==> src/rtl/spi_slave_phy.sv <==
// spi_slave_phy: SPI slave PHY with oversampled sclk/ss/mosi that shifts one DATA_W-bit word in each direction per frame.
//   clk, rst (async active-low): system clock and reset
//   sclk, ss, mosi: asynchronous SPI inputs; miso: serial output that changes on the sclk rising edge
//   data_fe_out: word to send, loaded when the frame starts; data_fe_in: last word received
//   ss_neg_edge / ss_pos_edge: one-cycle pulses marking frame start / frame end
//   frame_err: one-cycle pulse when a frame length differs from DATA_W.
//     It is active only when SPI_FRAME_CHECK_EN is defined; otherwise it is tied to 0.
module spi_slave_phy #(
  parameter int DATA_W = 32
) (
  input  logic              clk,
  input  logic              rst,
  input  logic              sclk,
  input  logic              ss,
  input  logic              mosi,
  output logic              miso,
  input  logic [DATA_W-1:0] data_fe_out,
  output logic [DATA_W-1:0] data_fe_in,
  output logic              ss_pos_edge,
  output logic              ss_neg_edge,
  output logic              frame_err
);
  typedef enum logic {IDLE, SHIFT} state_t;
  state_t state, state_nxt;
  // bit 0: first sync flop, bit 1: synced value, bit 2: history for edge detection
  logic [2:0] sclk_sr, ss_sr, mosi_sr;
  logic [DATA_W-1:0] tx_shift, rx_shift, rx_nxt;
  logic sclk_rise, sclk_fall, ss_rise, ss_fall;
  logic start, shift_in, shift_out, finish, frame_ok;
  assign sclk_rise = sclk_sr[1] & ~sclk_sr[2];
  assign sclk_fall = ~sclk_sr[1] & sclk_sr[2];
  assign ss_rise   = ss_sr[1] & ~ss_sr[2];
  assign ss_fall   = ~ss_sr[1] & ss_sr[2];
  // ss flops reset high, so releasing reset with ss low still yields one start edge
  always_ff @(posedge clk or negedge rst)
    if (!rst) begin
      sclk_sr <= '0;
      ss_sr   <= '1;
      mosi_sr <= '0;
    end else begin
      sclk_sr <= {sclk_sr[1:0], sclk};
      ss_sr   <= {ss_sr[1:0], ss};
      mosi_sr <= {mosi_sr[1:0], mosi};
    end
  always_ff @(posedge clk or negedge rst)
    if (!rst) state <= IDLE;
    else state <= state_nxt;
  always_comb
    state_nxt = (state == IDLE) ? (ss_fall ? SHIFT : IDLE) : (ss_rise ? IDLE : SHIFT);
  always_comb begin
    start     = (state == IDLE) && ss_fall;
    shift_in  = (state == SHIFT) && sclk_fall;
    shift_out = (state == SHIFT) && sclk_rise && !ss_rise;
    finish    = (state == SHIFT) && ss_rise;
    // a bit arriving in the same cycle as the end of the frame is part of the word
    rx_nxt    = shift_in ? {rx_shift[DATA_W-2:0], mosi_sr[1]} : rx_shift;
  end
`ifdef SPI_FRAME_CHECK_EN
  localparam int CW = $clog2(DATA_W + 2);
  logic [CW-1:0] cnt, cnt_nxt;
  always_comb begin
    cnt_nxt  = (shift_in && cnt != CW'(DATA_W + 1)) ? cnt + 1'b1 : cnt;
    frame_ok = cnt_nxt == CW'(DATA_W);
  end
  always_ff @(posedge clk or negedge rst)
    if (!rst) begin
      cnt       <= '0;
      frame_err <= 1'b0;
    end else begin
      cnt       <= start ? '0 : cnt_nxt;
      frame_err <= finish && !frame_ok;
    end
`else
  assign frame_ok  = 1'b1;
  assign frame_err = 1'b0;
`endif
  always_ff @(posedge clk or negedge rst)
    if (!rst) begin
      tx_shift    <= '0;
      rx_shift    <= '0;
      miso        <= 1'b0;
      data_fe_in  <= '0;
      ss_neg_edge <= 1'b0;
      ss_pos_edge <= 1'b0;
    end else begin
      ss_neg_edge <= start;
      ss_pos_edge <= finish && frame_ok;
      if (start) begin
        tx_shift <= data_fe_out;
        rx_shift <= '0;
        miso     <= 1'b0;
      end else begin
        rx_shift <= rx_nxt;
        if (shift_out) begin
          miso     <= tx_shift[DATA_W-1];
          tx_shift <= {tx_shift[DATA_W-2:0], 1'b0};
        end
        if (finish) miso <= 1'b0;
        if (finish && frame_ok) data_fe_in <= rx_nxt;
      end
    end
endmodule

==> config.mk <==
export PLATFORM = sky130hd
export DESIGN_NAME = spi_slave_phy
export DESIGN_NICKNAME = d
export VERILOG_FILES = /design/src/rtl/spi_slave_phy.sv
export SDC_FILE = /design/constraint.sdc
export NUM_CORES = 1
export LEC_CHECK = 0
export CAP_MARGIN = 10
export CORE_ASPECT_RATIO = 1.2
export CORE_MARGIN = 3
export CORE_UTILIZATION = 35
export DETAILED_ROUTE_END_ITERATION = 8
export DONT_BUFFER_PORTS = 1
export PLACE_DENSITY_LB_ADDON = 0.2
export SETUP_SLACK_MARGIN = 0.05
export SLEW_MARGIN = 20
export SYNTH_ARGS = -nofsm -noshare
export SYNTH_HDL_FRONTEND = slang
export SYNTH_SLANG_ARGS = --single-unit
==> constraint.sdc <==
create_clock -name clk -period 2.7 [get_ports clk]
set_input_delay 0.405 -clock clk [delete_from_list [all_inputs] [get_ports clk]]
set_output_delay 0.405 -clock clk [all_outputs]
set_load 0.05 [all_outputs]
# Word-level counts from Yosys, hierarchy flattened
# Index checks and enable logic that the tools add are counted.
classes:
  muxes: 10
  n_bitwise: 10
  n_reduce_logical: 9
op_table:
  columns: ["cell", "n"]
  rows:
  - ["32-bit two-way mux", 4]
  - ["1-bit two-way mux", 6]
  - ["1-bit inverter", 6]
  - ["1-bit logical AND", 5]
  - ["1-bit bitwise AND", 4]
  - ["3-bit nonzero test", 1]
  - ["2-bit AND reduction", 1]
  - ["2-bit nonzero test", 1]
  - ["1-bit logical NOT", 1]
totals:
  regBits: 108
  input_bits: 37
  out_inout_bits: 36
  word_cells: 39

# Logic depth before layout (Yosys ltp)
logic_depth:
  word_depth: 7
  ltp_mapped: 7
  ltp_nobuf: 4

# Worst setup path before layout
# No wires, ideal clock.
synth_timing:
  path_kind: "register to register"
  from: "reg ss_sr[2]"
  to: "reg rx_shift[10]"
  setup_ns: 0.121
  t_arrival_ns: 1.371
  required_ns: 2.579
  setup_slack_ns: 1.208
  stages_incl_launch_ff: 7
  n_path_buf: 3
  synth_period_minus_slack_ns: 1.492
  path_cell_list: "dfstp_2 -> or3b_1 -> buf_6 -> inv_4 -> buf_12 -> buf_4 -> nor2_1"
synth_between:
  elab_chain_len: 3
synth_rtl:
  columns: ["item", "line_no", "rtl"]
  rows:
  - ["start: declaration", "26", "logic [2:0] sclk_sr, ss_sr, mosi_sr;"]
  - ["start signal: assignment", "42", "ss_sr <= {ss_sr[1:0], ss};"]
  - ["1-bit bitwise AND", "33", "assign ss_fall = ~ss_sr[1] & ss_sr[2];"]
  - ["1-bit logical AND", "51", "start = (state == IDLE) && ss_fall;"]
  - ["32-bit two-way mux", "88", "if (start) begin"]
  - ["end signal: assignment", "93", "rx_shift <= rx_nxt;"]
  - ["end: declaration", "27", "logic [DATA_W-1:0] tx_shift, rx_shift, rx_nxt;"]
# Every way passes these cells.
# A chain may end at the register's enable or synchronous reset.

# Final worst setup path
layout_timing:
  from: "reg ss_sr[2]"
  to: "reg tx_shift[8]"
layout_between:
  elab_chain_len: 5
  word_cells_on_any_way: 8
  classes_between: "mux (1); bitwise (3); reduce/logical (4)"
layout_rtl:
  columns: ["item", "line_no", "rtl"]
  rows:
  - ["1-bit inverter", "32", "assign ss_rise = ss_sr[1] & ~ss_sr[2];"]
  - ["1-bit bitwise AND", "32", null]
  - ["1-bit logical NOT", "53", "shift_out = (state == SHIFT) && sclk_rise && !ss_rise;"]
  - ["1-bit logical AND", "53", null]
  - ["2-bit nonzero test (no line)", null, null]
  - ["end signal: assignment", "89", "tx_shift <= data_fe_out;"]
  - ["end signal: assignment", "96", "tx_shift <= {tx_shift[DATA_W-2:0], 1'b0};"]
  - ["end: declaration", "27", null]
# Parallel ways exist; a longest one is shown, timed or not.

==> summary.md <==
| Metric | Value |
|---|---|
| DRT iter0 DRCs | `162` |
| Top-count cell post-synth | `dfrtp_1` |
| Routed WL | `8.38 mm` |
| Clock Path Buffers | `2` |
| Ant diodes | `0` |
| Worst-Margin Slew | `0.664 ns` |
| Largest net degree at the start of global routing | `109` |
| Final Skew | `0.00566 ns` |
| CP endpoint kind | `register` |
| DP HPWL | `5.19 mm` |
| Clk pwr share | `39.4%` |
| Final min period | `1.95 ns` |
| Design Power | `3.71 mW` |
| Gr ovfl total | `0` |
| Clk_lat worst skew | `0.34 ns` |
| Compound-Gate Fraction of Synth Area | `10.8%` |
| Run status | `finished with violations` |
| Relative slew slack | `55.7%` |
| Flop pwr share | `52.4%` |
| Slew Limit Fails | `0` |
| Fin Hold WS | `-0.243 ns` |
| Final setup fails | `0` |
| Inserted Clock Buffers | `9` |
| Starting Density | `36.2%` |
| Syn_area_per_cell | `10.7 sq um` |
| Initial antenna violation count | `0` |
| Adder-cell share of the synthesized area | `0%` |
| Combinational family with the most area after synthesis | `simple AND/OR/NAND/NOR gates` |
| Post-synth ARST share | `100%` |
| Ports | `73` |
| Mux cell area share after synthesis | `7.24%` |
| Failing checks | `hold timing` |
| Sink Count | `108` |
| Fmax | `514 MHz` |
| RD Place Congestion | `0.700` |
| Yosys top cell area share | `59.4%` |
| Final Instance Count excl. Fillers | `562` |
| Final WS setup | `0.754 ns` |
| Pwr Density | `773 nW/um^2` |
| Layout area overhead | `8.46%` |
| Site Rows | `44` |
| Register area share after synthesis | `61.2%` |
| Post-DRT Antenna Nets | `0` |
| First-pass GRT wire length | `14.3 mm` |
| Pleak | `2.37 nW` |
| Xor/xnor share of the synthesized area | `0%` |
| Post-synth top cells | `dfrtp_1, nand2_1, o21ai_0` |
| Distinct cell type count after synthesis | `28` |
| R2R cell count | `4` |
| Switching Fraction | `23.9%` |
| Primary flip-flop cell chosen by synthesis mapping | `dfrtp_1` |
| Synth warn | `0` |
| Number of vias per cell | `4.94` |
| Syn_nets | `449` |
| Pre-CTS setup slack | `0.755 ns` |
| # nets final | `433` |
| Max H-tree Level | `3` |
| RSZ-0062 raised after global routing | `false` |
| Cells after DPL | `546` |
| Critical path arrival | `2.15 ns` |
| Required @ worst endpoint | `2.91 ns` |
| CTS tree | `yes` |
| Setup TNS | `0 ns` |
| Endpoints failing hold | `105` |
| Max Cap Viol | `0` |
| Slowest cell on the critical path | `dfstp_2` |
| Die area | `14000 sq um` |
| Final Cycle Share | `72.1%` |
| Crit path cell chain | `and2b_1, nor2_2, buf_4, o211ai_1` |
| Number of synthesized flops with an enable pin | `0` |
| Port bufs | `0` |
| Seq cells post-synth | `108` |
| Worst VDD drop | `0.317 mV` |
| Vias in the first global route | `2881` |
| GRT Util Overall | `13.0%` |
| Cts repair resizes | `0` |
| First-pass iteration count of the detailed router | `4` |
| Synth area leader | `dfrtp_1` |
| Synth area leaders | `dfrtp_1, nand2_1, mux2i_1` |
| Slowest stage delay, CP | `0.56 ns` |
| Tightest Hold Check Type | `primary input to async pin` |
| Drt drc | `0` |
| Post-layout util | `39.3%` |
| Post-CTS setup buffers | `0` |
| Layout fillers | `1230` |
| Synthesized instance count | `412` |
| CP Launch Type | `register` |
| Avg WL per Cell | `14.9 microns` |
| Synth Area in Simple Gates | `15.8%` |
| Critical path type | `register to register` |
| Clock slew at reported path FFs | `0.07 ns` |
| Via count | `2777` |
| Root Driver | `clkbuf_16` |
| Internal power | `2.82 mW` |
| Crit Path Max Fanout | `19` |
| Die height | `129 microns` |
| Gate power share | `8.1%` |
| Synth Cell Area | `4420 sq um` |
| Switch Pwr | `886 uW` |
| Layout cells sized above 1 | `8.73%` |
| Core footprint | `12200 sq um` |
| Die span in x | `109 microns` |
## flip-flops by register name, summed over array words and instances, names as in the netlist
name / cells
data_fe_in: 32
miso: 1
mosi_sr: 2
rx_shift: 32
sclk_sr: 3
ss_neg_edge: 1
ss_pos_edge: 1
ss_sr: 3
state: 1
tx_shift: 32
## placed cells by master (no fill, tap or decap), types with 2 or more instances in the layout
master / n
bufinv_16: 3
o21ai_0: 35
clkbuf_1: 2
clkinv_2: 2
nand3_1: 31
clkbuf_16: 9
o211ai_1: 20
mux2i_1: 32
o211ai_2: 10
dfrtp_1: 105
nand2_1: 95
nand3b_1: 3
dfstp_2: 3
nor2_1: 33
buf_4: 6
## through the flow
| step | instance area [sq um] | hold WS, ns |
|---|---|---|
| after global placement | 4470 | 0.112 |
| after detailed placement | 4470 | 0.113 |
| after CTS | 4800 | -0.258 |
| after floorplan | 4420 | 0.109 |
| after global routing | 4800 | -0.261 |
| final | 4800 | -0.243 |
## final timing paths
kind | start | slack, ns | to
worst max register to register | ss_sr[2]$_DFF_PN1_ | 0.75 | tx_shift[8]$_DFFE_PN0P_
worst max-delay path | ss_sr[2]$_DFF_PN1_ | 0.75 | tx_shift[8]$_DFFE_PN0P_
max in group asynchronous | rst | 2.67 | ss_sr[0]$_DFF_PN1_
worst min register to register | ss_sr[0]$_DFF_PN1_ | 0.37 | ss_sr[1]$_DFF_PN1_
worst min-delay path | rst | -0.24 | data_fe_in[12]$_DFFE_PN0P_
min in group clk | ss | 0.06 | ss_sr[0]$_DFF_PN1_
## power groups by stage
stage / registers, mW / logic (mW) / clock network (mW)
detailed placement: 1.97 / 0.309 / 0
global placement: 1.97 / 0.295 / 0
CTS: 1.94 / 0.308 / 1.51
finish: 1.94 / 0.302 / 1.46
floorplan: 1.94 / 0.279 / 0
global route: 1.97 / 0.350 / 1.56
## layer usage
metal / vias to the layer above / wire, microns / track usage (%)
met4: 0 / 140 / 5.57
met2: 55 / 3920 / 21.4
met1: 1356 / 3850 / 16.1
li1: 1356 / - / -
met3: 10 / 465 / 3.39
met5: - / 0 / 0
## layout make-up
class	instances	area, sq um	area share (%)
clock buffer	11	233	4.85
multi-input combinational	269	1500	31.3
timing repair buffer	6	45.0	0.939
clock inverter	5	100	2.09
tap	161	201	4.20
inverter	2	10.0	0.209
sequential	108	2710	56.4
## critical path, delay by kind of cell (launching register included)
| family | cells | cell delay (ns) |
|---|---|---|
| flops | 1 | 0.56 |
| simple gates | 2 | 0.74 |
| buf+inv | 1 | 0.37 |
| compound gates | 1 | 0.14 |
## cells by family after synthesis
family	after synthesis
simple gates	168
flops	108
compound gates	68
buf+inv	35
mux	32
other cells	1
Note: power is estimated with default switching activity, not from simulation.
